### src/rtl/comb_phase_scheduler_if.sv
// Handshake bundle between the combination-phase scheduler and its control/datapath peers.
// master = scheduler side, slave = control FSM, FM memory, MAC array and write-back sink.
interface comb_phase_scheduler_if #(
  parameter int unsigned ROW_BW = 3,
  parameter int unsigned K_BW   = 7
);
  logic              start;
  logic              busy;
  logic              done;
  logic              fm_rd_req;
  logic [ROW_BW-1:0] fm_rd_addr;
  logic              fm_rd_valid;
  logic              mac_clear;
  logic              mac_en;
  logic [K_BW-1:0]   mac_k;
  logic              res_valid;
  logic              res_ready;
  logic [ROW_BW-1:0] row_count;

  modport master (
    input  start, fm_rd_valid, res_ready,
    output busy, done, fm_rd_req, fm_rd_addr, mac_clear, mac_en, mac_k, res_valid, row_count
  );

  modport slave (
    output start, fm_rd_valid, res_ready,
    input  busy, done, fm_rd_req, fm_rd_addr, mac_clear, mac_en, mac_k, res_valid, row_count
  );
endinterface

### src/rtl/comb_phase_scheduler.sv
// Sequences the FM x WM combination phase row by row: fetch a row, run NUM_FEATURES MAC
// cycles, hand the result to write-back, and pulse done after the last row is accepted.
module comb_phase_scheduler #(
  parameter int unsigned NUM_ROWS     = 6,
  parameter int unsigned NUM_FEATURES = 96,
  parameter int unsigned ROW_BW       = $clog2(NUM_ROWS),
  parameter int unsigned K_BW         = $clog2(NUM_FEATURES)
) (
  input  logic                          clk,
  input  logic                          reset,
  comb_phase_scheduler_if.master        io_sched
);

  typedef enum logic [2:0] {StIdle, StFetch, StCompute, StWrite, StDone} state_e;

  localparam logic [ROW_BW-1:0] RowLast = ROW_BW'(NUM_ROWS - 1);
  localparam logic [K_BW-1:0]   KLast   = K_BW'(NUM_FEATURES - 1);

  state_e            r_state;
  state_e            w_state_next;
  logic [ROW_BW-1:0] r_row;
  logic [ROW_BW-1:0] w_row_next;
  logic [K_BW-1:0]   r_k;
  logic [K_BW-1:0]   w_k_next;

  always_ff @(posedge clk) begin
    if (reset) begin
      r_state <= StIdle;
      r_row   <= '0;
      r_k     <= '0;
    end else begin
      r_state <= w_state_next;
      r_row   <= w_row_next;
      r_k     <= w_k_next;
    end
  end

  always_comb begin
    w_state_next = r_state;
    w_row_next   = r_row;
    w_k_next     = r_k;
    unique case (r_state)
      StIdle: begin
        if (io_sched.start) begin
          w_state_next = StFetch;
          w_row_next   = '0;
        end
      end
      StFetch: begin
        if (io_sched.fm_rd_valid) begin
          w_state_next = StCompute;
          w_k_next     = '0;
        end
      end
      StCompute: begin
        if (r_k == KLast) begin
          w_state_next = StWrite;
          w_k_next     = '0;
        end else begin
          w_k_next = r_k + 1'b1;
        end
      end
      StWrite: begin
        if (io_sched.res_ready) begin
          if (r_row == RowLast) begin
            w_state_next = StDone;
            w_row_next   = '0;
          end else begin
            w_state_next = StFetch;
            w_row_next   = r_row + 1'b1;
          end
        end
      end
      StDone:  w_state_next = StIdle;
      default: w_state_next = StIdle;
    endcase
  end

  // All outputs are Moore decodes of the state so they are glitch-free and 0 in IDLE.
  assign io_sched.busy       = (r_state != StIdle);
  assign io_sched.done       = (r_state == StDone);
  assign io_sched.fm_rd_req  = (r_state == StFetch);
  assign io_sched.fm_rd_addr = r_row;
  assign io_sched.mac_en     = (r_state == StCompute);
  assign io_sched.mac_clear  = (r_state == StCompute) && (r_k == '0);
  assign io_sched.mac_k      = r_k;
  assign io_sched.res_valid  = (r_state == StWrite);
  assign io_sched.row_count  = r_row;

endmodule

### src/flat_wrapper.sv
// flat-port wrapper written by rule: the top's interface ports become plain ports
module comb_phase_scheduler_flat 
#(
  parameter int unsigned NUM_ROWS     = 6,
  parameter int unsigned NUM_FEATURES = 96,
  parameter int unsigned ROW_BW       = $clog2(NUM_ROWS),
  parameter int unsigned K_BW         = $clog2(NUM_FEATURES)
)
  (clk, reset, io_sched_start, io_sched_fm_rd_valid, io_sched_res_ready, io_sched_busy, io_sched_done, io_sched_fm_rd_req, io_sched_fm_rd_addr, io_sched_mac_clear, io_sched_mac_en, io_sched_mac_k, io_sched_res_valid, io_sched_row_count);
  comb_phase_scheduler_if #(.ROW_BW(ROW_BW), .K_BW(K_BW)) io_sched_i ();
  input  logic clk;
  input  logic reset;
  input wire logic [$bits(io_sched_i.start)-1:0] io_sched_start;
  input wire logic [$bits(io_sched_i.fm_rd_valid)-1:0] io_sched_fm_rd_valid;
  input wire logic [$bits(io_sched_i.res_ready)-1:0] io_sched_res_ready;
  output wire logic [$bits(io_sched_i.busy)-1:0] io_sched_busy;
  output wire logic [$bits(io_sched_i.done)-1:0] io_sched_done;
  output wire logic [$bits(io_sched_i.fm_rd_req)-1:0] io_sched_fm_rd_req;
  output wire logic [$bits(io_sched_i.fm_rd_addr)-1:0] io_sched_fm_rd_addr;
  output wire logic [$bits(io_sched_i.mac_clear)-1:0] io_sched_mac_clear;
  output wire logic [$bits(io_sched_i.mac_en)-1:0] io_sched_mac_en;
  output wire logic [$bits(io_sched_i.mac_k)-1:0] io_sched_mac_k;
  output wire logic [$bits(io_sched_i.res_valid)-1:0] io_sched_res_valid;
  output wire logic [$bits(io_sched_i.row_count)-1:0] io_sched_row_count;
  assign io_sched_i.start = io_sched_start;
  assign io_sched_i.fm_rd_valid = io_sched_fm_rd_valid;
  assign io_sched_i.res_ready = io_sched_res_ready;
  assign io_sched_busy = io_sched_i.busy;
  assign io_sched_done = io_sched_i.done;
  assign io_sched_fm_rd_req = io_sched_i.fm_rd_req;
  assign io_sched_fm_rd_addr = io_sched_i.fm_rd_addr;
  assign io_sched_mac_clear = io_sched_i.mac_clear;
  assign io_sched_mac_en = io_sched_i.mac_en;
  assign io_sched_mac_k = io_sched_i.mac_k;
  assign io_sched_res_valid = io_sched_i.res_valid;
  assign io_sched_row_count = io_sched_i.row_count;
  comb_phase_scheduler #(.NUM_ROWS(NUM_ROWS), .NUM_FEATURES(NUM_FEATURES), .ROW_BW(ROW_BW), .K_BW(K_BW)) u_core (.clk(clk), .reset(reset), .io_sched(io_sched_i));
endmodule
### config.mk
export PLATFORM = sky130hd
export DESIGN_NAME = comb_phase_scheduler_flat
export DESIGN_NICKNAME = d
export VERILOG_FILES = /design/src/rtl/comb_phase_scheduler_if.sv /design/src/rtl/comb_phase_scheduler.sv /design/src/flat_wrapper.sv
export SDC_FILE = /design/constraint.sdc
export NUM_CORES = 1
export LEC_CHECK = 0
export BUFFER_PORTS_ARGS = -buffer_cell sky130_fd_sc_hd__clkbuf_2
export CAP_MARGIN = 15
export CORE_MARGIN = 2
export CORE_UTILIZATION = 52
export CTS_CLUSTER_SIZE = 28
export DETAILED_ROUTE_END_ITERATION = 8
export HOLD_SLACK_MARGIN = 0.02
export PLACE_DENSITY_LB_ADDON = 0.1
export SYNTH_ARGS = -nofsm -noshare
export SYNTH_HDL_FRONTEND = slang
export SYNTH_SLANG_ARGS = --single-unit
### constraint.sdc
create_clock -name clk -period 4.4 [get_ports clk]
set_input_delay 0 -clock clk [delete_from_list [all_inputs] [get_ports clk]]
set_output_delay 0 -clock clk [all_outputs]
set_load 0.05 [all_outputs]
==> flow_summary.ini <==
[worst_setup_path]
cp-end-kind = output pin
crit_required_ps = 4400
startpoint_type = flip-flop
path_class = flip-flop to output pin
r2r_slack_ps = 2740
rr_endpoint = u_core.io_sched.mac_k[4]
reg2regPathDepth = 3
cp.arrival_ps = 1940
cp_max_fo = 13
rr_startpoint = u_core.r_state[1]

[layout]
nets = 118
syn_to_final_growth_pct = 13.4
antenna_cells = 0
drive_above_1_share = 0.291
final_area_sq_um = 866

[sta]
drv_slew = 0
setup_tns_ps = 0
holdWs_ps = 42.2
rsz0062_at_grt = false
slew_headroom = 0.668
tightest_slew_ps = 491
fin_crit_sh = 0.440
hold_viol_final = 0
setup_viol = 0
clock.fmax_mhz = 517
worst_clock_skew_ps = 1.16
period_needed_ps = 1940

[clock_network]
holdBufCountCts = 0
cts.sinks = 13
cts_tree = done
cts-resized-gates = 0
path_clk_slew_ps = 80
clk_latency_ps = 270
h-tree-depth = 1
cts_made_buffers = 3
root_buffer = clkbuf_4
post_cts_buffers = 0
cts_max_path_buffers = 2

[die]
die_height_um = 42.3
die_w_um = 42.3
die_area_sq_mm = 0.00179
start_util = 0.572
io_pins = 24
core_area_sq_mm = 0.00133
num_rows = 13

[grt]
track_usage = 0.172
grt.overflow.total = 0
met3_usage = 0.0259
top_usage_layer = met2
grtUsageMet2 = 0.262
first_global_vias = 555
antenna_found_initial = 0
met1_usage = 0.232
grt_max_degree = 14
grt_pass1_wl_mm = 2.41

[detailed_routing]
routed_wl_mm = 1.52
wl_per_cell_um = 12.2
detail-route-antenna-nets = 0
via_count = 684
first_iter_violations = 6
vias_per_cell = 5.47
drc = 0
dr.pass1.iters = 4

[hold_path]
hold_depth = 3
hold_path_end = u_core.r_state[1]
worstHoldStart = io_sched_fm_rd_valid
hold_path_class = input pin to flip-flop

[synthesis]
yosysSeqAreaShare = 0.341
synth_edf_count = 0
synth_cell_type_count = 41
syn_inst = 91
synth_area_per_cell_sq_um = 8.39
yosys_register_bits = 13
synth_fp_nets = 98
ys.warnings.count = 0
synth-async-reset-ratio = 0
syn_area_sq_um = 763
synthFlopType = dfxtp_1

[power_and_ir_drop]
max-vdd-ir-drop_uv = 159
powerDensity_mw_per_mm2 = 323
total_leakage_power_nw = 0.397

[placement]
place.gp.congestion = 0.759
place_area_sq_um = 840
portBuffers = 23
dp.final_hpwl_mm = 1.10

[run]
cap_viol_max_count = 0

[outcome]
status = finished clean
worst max-delay path, stage by stage (launching register included):
cell	delay (ps)
dfxtp_1	540
or3b_1	530
nor2_1	160
and3_1	160
clkbuf_2	270
kinds of logic (layout without fill, tap and decap cells):
kind of cell | Yosys count | count (layout) | synth area share
AOI/OAI and AO/OA | 21 | 21 | 0.198
xor gates and xnor gates | 1 | 1 | 0.0115
adders and majority gates | 2 | 2 | 0.0328
buffers and inverters | 13 | 32 | 0.100
DFF | 13 | 13 | 0.341
muxes | 2 | 2 | 0.0279
and+or+nand+nor | 39 | 39 | 0.289
cell usage after synthesis (2+ instances only):
cell      number  area [sq um]
nand3_1        3          15.0
buf_6          2          22.5
clkbuf_1       2          7.51
o21ai_0        2          10.0
ha_1           2          25.0
buf_4          3          22.5
nor2_1        10          37.5
nor3_1         2          10.0
nand3b_1       2          15.0
a22oi_1        2          15.0
inv_1          5          18.8
and3_1         3          18.8
a211oi_1       2          15.0
a22o_1         2          17.5
dfxtp_1       13           260
o21ai_1        2          10.0
nand2b_1       2          12.5
nand2_1        5          18.8
a21oi_1        5          25.0
area by class of cell:
cell class	instances	area, sq um
sequential	13	260
tap	15	18.8
clock buffer	4	26.3
multi-input combinational	65	427
inverter	5	18.8
timing repair buffer	23	115
fill	122	468
state kept, by name (all words and copies together), names as in the netlist:
name / count
u_core.io_sched.mac_k: 7
u_core.io_sched.fm_rd_addr: 3
u_core.r_state: 3
how the worst max path moves through the flow:
stage | start | to | slack [ps] | cells past startpoint
2_1_floorplan | u_core.io_sched.mac_k[1] | u_core.r_state[0] | 2580 | 5
3_3_place_gp | u_core.r_state[1] | u_core.io_sched.mac_k[4] | 2820 | 3
3_5_place_dp | u_core.r_state[1] | u_core.io_sched.mac_k[4] | 2760 | 3
4_1_cts | u_core.r_state[1] | io_sched_mac_clear | 2450 | 4
5_1_grt | u_core.r_state[1] | io_sched_mac_clear | 2320 | 4
6_report | u_core.r_state[1] | io_sched_mac_clear | 2460 | 4
layout by cell type (no fill, tap or decap), types with 2 or more instances in the layout:
cell	Yosys	final
a211oi_1	2	2
nor2_1	10	10
a22oi_1	2	2
nor3_1	2	2
nand3b_1	2	2
a21oi_1	5	5
nand2b_1	2	2
nand3_1	3	3
clkbuf_2	0	23
a22o_1	2	2
o21ai_0	2	2
nand2_1	5	5
ha_1	2	2
clkbuf_4	0	3
and3_1	3	3
dfxtp_1	13	13
o21ai_1	2	2
inv_1	5	5
per-layer routing:
layer	vias to the layer above	share of wire
met4	0	0.0053
met5	-	0
li1	362	-
met2	13	0.44
met3	2	0.038
met1	307	0.52
through the flow:
stage / worst slack [ps] / std cells / power [mW] / utilization
after floorplan: 2580 / 91 / 0.195 / -
after global placement: 2820 / 121 / 0.206 / 0.629
after detailed placement: 2760 / 121 / 0.208 / 0.629
after CTS: 2450 / 125 / 0.284 / 0.649
after global routing: 2320 / 125 / 0.294 / 0.649
final: 2460 / 125 / 0.280 / 0.649
where the power goes:
group	switching (mW)	total (mW)	internal [mW]
registers	0.00924	0.131	0.121
clock network	0.0400	0.0751	0.0351
logic	0.0499	0.0740	0.0241
Note: power is estimated with default switching activity, not from simulation.
